$ cat config.mk
export PLATFORM = sky130hd
export DESIGN_NAME = parking_sensor_frontend
export DESIGN_NICKNAME = d
export VERILOG_FILES = /design/src/rtl/parking_sensor_frontend.sv
export SDC_FILE = /design/constraint.sdc
export NUM_CORES = 1
export LEC_CHECK = 0
export CAP_MARGIN = 25
export CORE_MARGIN = 3
export CORE_UTILIZATION = 52
export CTS_CLUSTER_SIZE = 24
export DETAILED_ROUTE_END_ITERATION = 7
export HOLD_SLACK_MARGIN = 0.15
export PLACE_DENSITY = 0.69
export SETUP_SLACK_MARGIN = 0.05
export SYNTH_ARGS = -nofsm -noshare
export SYNTH_HDL_FRONTEND = slang
export SYNTH_SLANG_ARGS = --single-unit
export TNS_END_PERCENT = 20
$ cat constraint.sdc
create_clock -name clock_50MHz -period 2.23 [get_ports clock_50MHz]
set_clock_uncertainty 0.05 [all_clocks]
set_input_delay 0.446 -clock clock_50MHz [delete_from_list [all_inputs] [get_ports clock_50MHz]]
set_output_delay 0.446 -clock clock_50MHz [all_outputs]
set_load 0.01 [all_outputs]
$ cat src/rtl/parking_sensor_frontend.sv
// Parking-lot gate front end: per-channel sync/debounce of the IR sensors,
// free-slot bookkeeping, and the admission FSM driving the gate request.

module psf_debounce #(
    parameter int DEBOUNCE_CYCLES = 500000
) (
    input  logic clk_i,
    input  logic rst_i,
    input  logic raw_i,
    output logic stable_o
);
    localparam int CW = (DEBOUNCE_CYCLES > 0) ? $clog2(DEBOUNCE_CYCLES + 1) : 1;
    localparam logic [CW-1:0] CNT_LAST = CW'(DEBOUNCE_CYCLES - 1);

    logic          sync1_q, sync2_q;
    logic          stable_q, stable_d;
    logic [CW-1:0] cnt_q, cnt_d;

    // The counter only runs while the synchronised level disagrees with the
    // accepted level; any agreeing cycle restarts the qualification window.
    always_comb begin
        stable_d = stable_q;
        cnt_d    = '0;
        if (sync2_q != stable_q) begin
            if (cnt_q == CNT_LAST) begin
                stable_d = sync2_q;
            end else begin
                cnt_d = cnt_q + 1'b1;
            end
        end
    end

    always_ff @(posedge clk_i) begin
        if (rst_i) begin
            sync1_q  <= 1'b1;
            sync2_q  <= 1'b1;
            stable_q <= 1'b1;
            cnt_q    <= '0;
        end else begin
            sync1_q  <= raw_i;
            sync2_q  <= sync1_q;
            stable_q <= stable_d;
            cnt_q    <= cnt_d;
        end
    end

    assign stable_o = stable_q;
endmodule

module parking_sensor_frontend #(
    parameter int DEBOUNCE_CYCLES = 500000,
    parameter int HOLD_CYCLES     = 50000000,
    parameter int COUNT_W         = 8
) (
    input  logic               clock_50MHz,
    input  logic               reset,
    input  logic [5:0]         slot_ir_n,
    input  logic               gate_ir_n,
    output logic               position_1,
    output logic               position_2,
    output logic               position_3,
    output logic               position_4,
    output logic               position_5,
    output logic               position_6,
    output logic [2:0]         free_count,
    output logic               lot_full,
    output logic               gate_request_n,
    output logic               reject,
    output logic [COUNT_W-1:0] entry_count
);
    localparam int NUM_CH = 7;
    localparam int HW     = (HOLD_CYCLES > 1) ? $clog2(HOLD_CYCLES) : 1;
    localparam logic [HW-1:0] HOLD_LAST = HW'(HOLD_CYCLES - 1);

    typedef enum logic [1:0] {
        S_IDLE,
        S_ADMIT,
        S_HOLD,
        S_REJECT
    } state_t;

    logic [NUM_CH-1:0] raw_all, stable_all;
    logic [5:0]        slot_free;
    logic              car_present;

    assign raw_all = {gate_ir_n, slot_ir_n};

    for (genvar ch = 0; ch < NUM_CH; ch++) begin : g_deb
        psf_debounce #(
            .DEBOUNCE_CYCLES(DEBOUNCE_CYCLES)
        ) u_deb (
            .clk_i   (clock_50MHz),
            .rst_i   (reset),
            .raw_i   (raw_all[ch]),
            .stable_o(stable_all[ch])
        );
    end

    assign slot_free   = stable_all[5:0];
    assign car_present = ~stable_all[6];

    logic [2:0] free_cnt_d, free_cnt_q;
    logic       lot_full_q;

    always_comb begin
        free_cnt_d = '0;
        for (int i = 0; i < 6; i++) begin
            free_cnt_d = free_cnt_d + {2'b00, slot_free[i]};
        end
    end

    always_ff @(posedge clock_50MHz) begin
        if (reset) begin
            free_cnt_q <= 3'd6;
            lot_full_q <= 1'b0;
        end else begin
            free_cnt_q <= free_cnt_d;
            lot_full_q <= (free_cnt_d == 3'd0);
        end
    end

    state_t             state_q, state_d;
    logic [HW-1:0]      timer_q, timer_d;
    logic [COUNT_W-1:0] entry_q, entry_d;
    logic               greq_n_q, greq_n_d;
    logic               reject_q, reject_d;

    always_comb begin
        state_d = state_q;
        timer_d = timer_q;
        entry_d = entry_q;
        case (state_q)
            S_IDLE: begin
                if (car_present) begin
                    state_d = (free_cnt_q != 3'd0) ? S_ADMIT : S_REJECT;
                end
            end
            S_ADMIT: begin
                if (!car_present) begin
                    state_d = S_HOLD;
                    timer_d = HOLD_LAST;
                end
            end
            S_HOLD: begin
                // A returning car takes priority over an expiring timer.
                if (car_present) begin
                    state_d = S_ADMIT;
                end else if (timer_q == '0) begin
                    state_d = S_IDLE;
                    if (entry_q != '1) begin
                        entry_d = entry_q + 1'b1;
                    end
                end else begin
                    timer_d = timer_q - 1'b1;
                end
            end
            S_REJECT: begin
                if (!car_present) begin
                    state_d = S_IDLE;
                end else if (free_cnt_q != 3'd0) begin
                    state_d = S_ADMIT;
                end
            end
            default: state_d = S_IDLE;
        endcase
        greq_n_d = !((state_d == S_ADMIT) || (state_d == S_HOLD));
        reject_d = (state_d == S_REJECT);
    end

    always_ff @(posedge clock_50MHz) begin
        if (reset) begin
            state_q  <= S_IDLE;
            timer_q  <= '0;
            entry_q  <= '0;
            greq_n_q <= 1'b1;
            reject_q <= 1'b0;
        end else begin
            state_q  <= state_d;
            timer_q  <= timer_d;
            entry_q  <= entry_d;
            greq_n_q <= greq_n_d;
            reject_q <= reject_d;
        end
    end

    assign position_1     = slot_free[0];
    assign position_2     = slot_free[1];
    assign position_3     = slot_free[2];
    assign position_4     = slot_free[3];
    assign position_5     = slot_free[4];
    assign position_6     = slot_free[5];
    assign free_count     = free_cnt_q;
    assign lot_full       = lot_full_q;
    assign gate_request_n = greq_n_q;
    assign reject         = reject_q;
    assign entry_count    = entry_q;
endmodule

==> results of run 1 <==
## cell usage in the layout, fill, tap and decap left out, types with 15 or more instances in the layout
master and n:
clkbuf_16 17, nand4_1 30, nand2_1 61, or3_1 19
xnor2_1 61, xor2_1 70, a21oi_1 20, or2_2 15
nor2_1 164, buf_4 42, nor3_1 21, inv_1 26
nor4_1 21, clkdlybuf4s50_1 27, dfxtp_1 190, or4_1 18
nand3_1 65
## state kept, by name (all words and copies together), names as in the netlist
register,flops
g_deb.u_deb.stable_o,7
entry_count,8
g_deb.u_deb.cnt_q,133
gate_request_n,1
reject,1
free_count,3
lot_full,1
state_q,2
g_deb.u_deb.sync2_q,7
timer_q,26
g_deb.u_deb.sync1_q,7
## kinds of logic (layout without fill, tap and decap cells)
kind of cell / count (synthesis) / after routing
AND/OR/NAND/NOR: 490 / 490
AO/OA/AOI/OAI: 70 / 70
multiplexers: 5 / 5
buffers and inverters: 58 / 129
XOR/XNOR: 131 / 131
flip-flops: 196 / 196
adder cells (fa/ha/maj): 15 / 15
## synthesized netlist by cell type, types with 12 or more instances
| master | instances |
|---|---|
| or3_1 | 19 |
| o21ai_0 | 12 |
| nor3_1 | 22 |
| nor2_1 | 164 |
| nand4_1 | 30 |
| nand2_1 | 61 |
| nor4_1 | 21 |
| and3_1 | 12 |
| or4_1 | 21 |
| xnor2_1 | 61 |
| inv_1 | 28 |
| ha_1 | 12 |
| a21oi_1 | 21 |
| xor2_1 | 70 |
| or2_2 | 17 |
| dfxtp_1 | 196 |
| nand3_1 | 66 |
| clkbuf_1 | 24 |
| and4_1 | 12 |
## metrics by stage
| step | instances | setup WS (ns) |
|---|---|---|
| after global routing | 1252 | -0.2818 |
| after floorplan | 965 | -0.1803 |
| after global placement | 1216 | -0.1848 |
| after detailed placement | 1216 | -0.2300 |
| final | 1252 | -0.2062 |
| after CTS | 1247 | -0.2092 |
## final cells by class
type	count	share of cell area, %
multi-input cells	711	45.18
flip-flops and latches	196	39.44
repair buffers	70	5.921
clock buffers	19	4.541
well taps	216	2.710
clock inverters	12	1.129
inverters	28	1.079
## per-layer routing
metal | vias up | GRT usage (%) | share of wire (%)
met5 | - | 0 | 0
met4 | 0 | 7.183 | 1.8
met3 | 24 | 4.322 | 2.5
met2 | 76 | 29.55 | 45
met1 | 3024 | 25.33 | 50
li1 | 3469 | - | -
## worst paths after layout
path	from	end	slack, ns	cells after the start
setup / recovery	g_deb[3].u_deb.stable_o$_SDFFE_PP1P_	free_count[1]$_SDFF_PP1_	-0.21	7
hold reg to reg	g_deb[0].u_deb.sync1_q$_SDFF_PP1_	g_deb[0].u_deb.sync2_q$_SDFF_PP1_	0.36	1
setup reg to reg	g_deb[3].u_deb.stable_o$_SDFFE_PP1P_	free_count[1]$_SDFF_PP1_	-0.21	7
hold / removal	g_deb[0].u_deb.sync1_q$_SDFF_PP1_	g_deb[0].u_deb.sync2_q$_SDFF_PP1_	0.36	1
## worst register-to-register path, stage by stage, from the launching register on
cell	delay, ns
dfxtp_2	0.34
fa_1	0.54
inv_1	0.05
fa_1	0.48
inv_1	0.04
ha_2	0.17
fa_2	0.43
or2_4	0.24
## where the power goes
| group | total, W | internal [W] | switching [W] |
|---|---|---|---|
| Combinational | 0.0000863 | 0.0000356 | 0.0000507 |
| Sequential | 0.00352 | 0.00351 | 0.00000792 |
| Clock | 0.00296 | 0.00169 | 0.00127 |
## repair_timing
action | in CTS | in global routing
hold buffers | 0 | 0
pin swaps | 1 | 6
setup endpoints to repair | 12 | 28
setup buffers | 0 | 5
gates resized for setup | 3 | 17
==> impl_metrics.ini, run 1 <==
[clock_network]
cts_root_buf = clkbuf_16
clock_sinks = 196
clkLatencyLatePin_ns = 0.43
cts_tree = yes
clockBufferDepth = 2
clk_pin_slew_ns = 0.07
cts_buffers = 17
htreeDepth = 4

[logic_synthesis]
yosys_register_bits = 196
synth_fa_ha_area_share_pct = 2.448
synth_area_leaders = dfxtp_1 (46%), nor2_1 (7.2%), xor2_1 (7.1%)
synth_edf_count = 0
syn_nets = 989
netlist.area_leader.share_pct = 45.69
ys_dominant_reg_cell = dfxtp_1
syn_inst = 965
synth_xor_area_share_pct = 13.36
syn_avg_cell_area_sq_um = 8.900
synthSimpleGateAreaFrac_pct = 30.07
synth_top_family_by_area = simple AND/OR/NAND/NOR gates
async_flop_share_pct = 0
ys_seq_area_share_pct = 45.69
synth_mux_area_share_pct = 0.5828
synth_cell_type_count = 53
synth_compound_area_share_pct = 5.172
ys_warn_count = 0
syn-cell-area_sq_mm = 0.008588
synth_area_leader_cell = dfxtp_1

[floorplanning]
dieArea_sq_mm = 0.01809
die_height_um = 134.5
die_w_um = 134.5
core_area_sq_mm = 0.01600
ios = 29
initial_core_util_pct = 53.68
row_count = 46

[setup_path]
max_stage_delay_ns = 0.54
crit_path_end_kind = flop
crit_type = flop to flop
critPathSlowestCell = fa_1
arrival_ns = 2.71
crit_fanout = 2
crit_chain = fa_1 -> inv_1 -> fa_1 -> inv_1 -> ha_2 -> fa_2 -> or2_4
crit_family = adder cells
critPathLaunchType = flop
critPathBufInv = 2
worstPathRequired_ns = 2.50

[placement]
place_area_sq_mm = 0.009301
portBuffers = 28
dp_hpwl_um = 11080
gp_congestion = 0.8719

[run_status]
violations = negative setup slack
outcome = complete, but fails checks

[global_routing]
grt_pass1_vias = 6303
grt_overflow = 0
antenna_found_initial = 0
gr-usage-all-layers_pct = 18.79
grt_first_pass_wirelength_um = 28360
grt_max_degree = 26

[pwr]
power_w = 0.006565
peakVddDrop_mv = 0.5826
cellPowerDensity_mw_per_mm2 = 658.2
p_leak_nw = 3.391

[timing]
worst_hold_slack_ns = 0.3583
fin_ws_ns = -0.2062
hold_viol = 0
fmax_ghz = 0.4105
final.min_clock_period_ns = 2.436
rsz0062_at_grt = true
finalSetupTns_ns = -0.4667
finalSetupViolations = 3
worstMarginPinSlew_ns = 0.6195
slew_viol_final = 0
post-route-period-util_pct = 109.2
slew_headroom_pct = 58.38

[detailed_routing]
wl_um = 16430
first_pass_iters = 4
routed-via-count = 6593
postRouteAntennaNets = 0
vias_per_cell = 5.266
wl_per_cell_um = 13.13
drt_iter0_markers = 199
drc_errors = 0

[cells_and_area]
num_antenna_cells = 0
final-seq-area_sq_mm = 0.003934
drive_gt1_share_pct = 11.87
multi_input_area_sq_mm = 0.004506
utilization_pct = 62.33
fillers = 1439
synthToLayoutAreaGrowth_pct = 16.13
nNetsFinal = 1048
fin_area_sq_mm = 0.009973

[min_path]
min_path_type = flop to flop

[flow_run]
cap_viol_max_count = 0
(Power assumes the default switching activity.)
==> run 2: changes to the inputs <==
--- a/config.mk
+++ b/config.mk
@@ -11,7 +11,7 @@
 export CTS_CLUSTER_SIZE = 24
 export DETAILED_ROUTE_END_ITERATION = 7
 export HOLD_SLACK_MARGIN = 0.15
-export PLACE_DENSITY = 0.69
+export PLACE_DENSITY = 0.66
 export SETUP_SLACK_MARGIN = 0.05
 export SYNTH_ARGS = -nofsm -noshare
 export SYNTH_HDL_FRONTEND = slang
==> constraint.sdc (replaced) <==
create_clock -name clock_50MHz -period 3 [get_ports clock_50MHz]
set_clock_uncertainty 0.05 [all_clocks]
set_input_delay 0.6 -clock clock_50MHz [delete_from_list [all_inputs] [get_ports clock_50MHz]]
set_output_delay 0.6 -clock clock_50MHz [all_outputs]
set_load 0.01 [all_outputs]
==> run 2 against run 1 <==
  * The run now ends clean
  * Die area did not move
  * Total power decreased by 24%
  * Sequential share of layout area up 1.3 points
  * Core utilization down 2.1 points
  * Setup slack gained 0.65 ns
  * Count of clock-buffer cells in the layout is 1 higher
  * Via count decreased by 2.2%
  * Largest power group unchanged
  * Highest routed layer unchanged
==> impl_metrics.ini, run 2 (synthesis gave the netlist of run 1 again) <==
[run_status]
outcome = completed

[detailed_routing]
wl_um = 16150
drt_iter0_markers = 300
wl_per_cell_um = 13.31
first_pass_iters = 4
drc_errors = 0
postRouteAntennaNets = 0
routed-via-count = 6448
vias_per_cell = 5.316

[setup_path]
r2r_slack_ns = 0.44
critPathLaunchType = flop
crit_chain = fa_1 -> inv_1 -> fa_1 -> inv_1 -> ha_1 -> fa_1 -> or2_2
reg2reg_from = g_deb[0].u_deb.stable_o$_SDFFE_PP1P_
r2r_end = free_count[1]$_SDFF_PP1_
critPathSlowestCell = fa_1
crit_type = flop to flop
crit_path_end_kind = flop
r2r_cells = 7
crit_family = adder cells
crit_fanout = 4
critPathBufInv = 2
crit_path_start = g_deb[0].u_deb.stable_o$_SDFFE_PP1P_
max_stage_delay_ns = 0.55
worstPathRequired_ns = 3.27
arrival_ns = 2.83
crit_path_frequent_cell = fa_1

[cells_and_area]
drive_gt1_share_pct = 6.319
num_antenna_cells = 0
top_register = g_deb.u_deb.cnt_q
synthToLayoutAreaGrowth_pct = 12.27
nNetsFinal = 1011
final_common_cell = dfxtp_1
final_cell_mix = dfxtp_1 (196), nor2_1 (164), xor2_1 (70), nand3_1 (66)
utilization_pct = 60.26
largest_reg_flops = 133
fillers = 1479

[pwr]
peakVddDrop_mv = 0.4204
cellPowerDensity_mw_per_mm2 = 518.0
p_sw_w = 0.0009977
swShare_pct = 19.98
power_frac_comb_pct = 1.2
p_leak_nw = 3.193
p_int_w = 0.003997
p_seq_share_pct = 52.4
clkPwrFrac_pct = 46.4

[global_routing]
grt_max_degree = 34
grt_first_pass_wirelength_um = 28120
gr-usage-all-layers_pct = 18.71
grt_pass1_vias = 6082
antenna_found_initial = 0
grt_overflow = 0

[min_path]
hold_end = g_deb[6].u_deb.sync2_q$_SDFF_PP1_
min_path_type = flop to flop
hold_depth = 1
min-delay-start = g_deb[6].u_deb.sync1_q$_SDFF_PP1_

[clock_network]
clk_pin_slew_ns = 0.07
cts_tree = yes
htreeDepth = 4
clkLatencyLatePin_ns = 0.43
post_cts_resized = 0
clock_sinks = 196
cts_root_buf = clkbuf_16
ctsHoldBuffers = 0
clockBufferDepth = 2
cts_setup_buffers = 0
cts_buffers = 17

[floorplanning]
dieArea_sq_mm = 0.01809
ios = 29
die_height_um = 134.5
row_count = 46
core_area_sq_mm = 0.01600
initial_core_util_pct = 53.68
die_w_um = 134.5

[timing]
worstMarginPinSlew_ns = 0.8394
slew_headroom_pct = 43.52
rsz0062_at_grt = false
hold_viol = 0
fmax_ghz = 0.3912
finalSetupTns_ns = 0
post-route-period-util_pct = 85.21
slew_viol_final = 0
final.min_clock_period_ns = 2.556
finalSetupViolations = 0

[flow_run]
cap_viol_max_count = 0

[placement]
dp_hpwl_um = 10870
gp_congestion = 0.8161
portBuffers = 28
run 2: final cells by class:
cell class / count / area [sq um] / area share (%)
clock buffers: 20 / 466.7 / 4.840
well taps: 216 / 270.3 / 2.803
clock inverters: 9 / 128.9 / 1.337
flip-flops and latches: 196 / 3924 / 40.70
repair buffers: 33 / 312.8 / 3.244
multi-input cells: 711 / 4434 / 45.99
inverters: 28 / 105.1 / 1.090
run 2: power groups by stage:
stage / Sequential (W) / Combinational [W] / Clock (W)
floorplan: 0.00268 / 0.0000377 / 0
global placement: 0.00268 / 0.0000603 / 0
detailed placement: 0.00268 / 0.0000608 / 0
CTS: 0.00262 / 0.0000607 / 0.00237
global route: 0.00262 / 0.0000652 / 0.00250
finish: 0.00262 / 0.0000588 / 0.00232
run 2: per-layer routing:
layer | vias to the layer above | global-route usage, % | part of all wire (%)
met3 | 17 | 4.471 | 3.3
met1 | 2957 | 25.08 | 50
met5 | - | 0 | 0
li1 | 3397 | - | -
met2 | 77 | 29.86 | 45
met4 | 0 | 6.335 | 1.6
run 2: through the flow:
stage,instances,power [W],instance area (sq um),setup slack (ns),hold WS (ns)
finish,1213,0.004995,9642,0.4436,0.3600
floorplan,965,0.002714,8588,0.4888,0.3395
CTS,1213,0.005053,9642,0.4311,0.3598
global placement,1184,0.002738,9046,0.4570,0.3412
detailed placement,1184,0.002739,9046,0.4489,0.3438
global route,1213,0.005182,9642,0.2657,0.3693
run 2: worst max path at each step:
stage          cells past startpoint                     endpoint
2_1_floorplan                      7     free_count[1]$_SDFF_PP1_
3_3_place_gp                       7     free_count[1]$_SDFF_PP1_
3_5_place_dp                       7     free_count[1]$_SDFF_PP1_
4_1_cts                            7     free_count[1]$_SDFF_PP1_
5_1_grt                            7  entry_count[6]$_SDFFE_PP0P_
6_report                           7     free_count[1]$_SDFF_PP1_
==> run 3: changes to the inputs <==
--- a/config.mk
+++ b/config.mk
@@ -8,6 +8,7 @@
 export CAP_MARGIN = 25
 export CORE_MARGIN = 3
 export CORE_UTILIZATION = 52
+export CTS_CLUSTER_DIAMETER = 150
 export CTS_CLUSTER_SIZE = 24
 export DETAILED_ROUTE_END_ITERATION = 7
 export HOLD_SLACK_MARGIN = 0.15
==> results of run 3 <==
No change in the layout: final DEF, timing and power equal those of run 2.
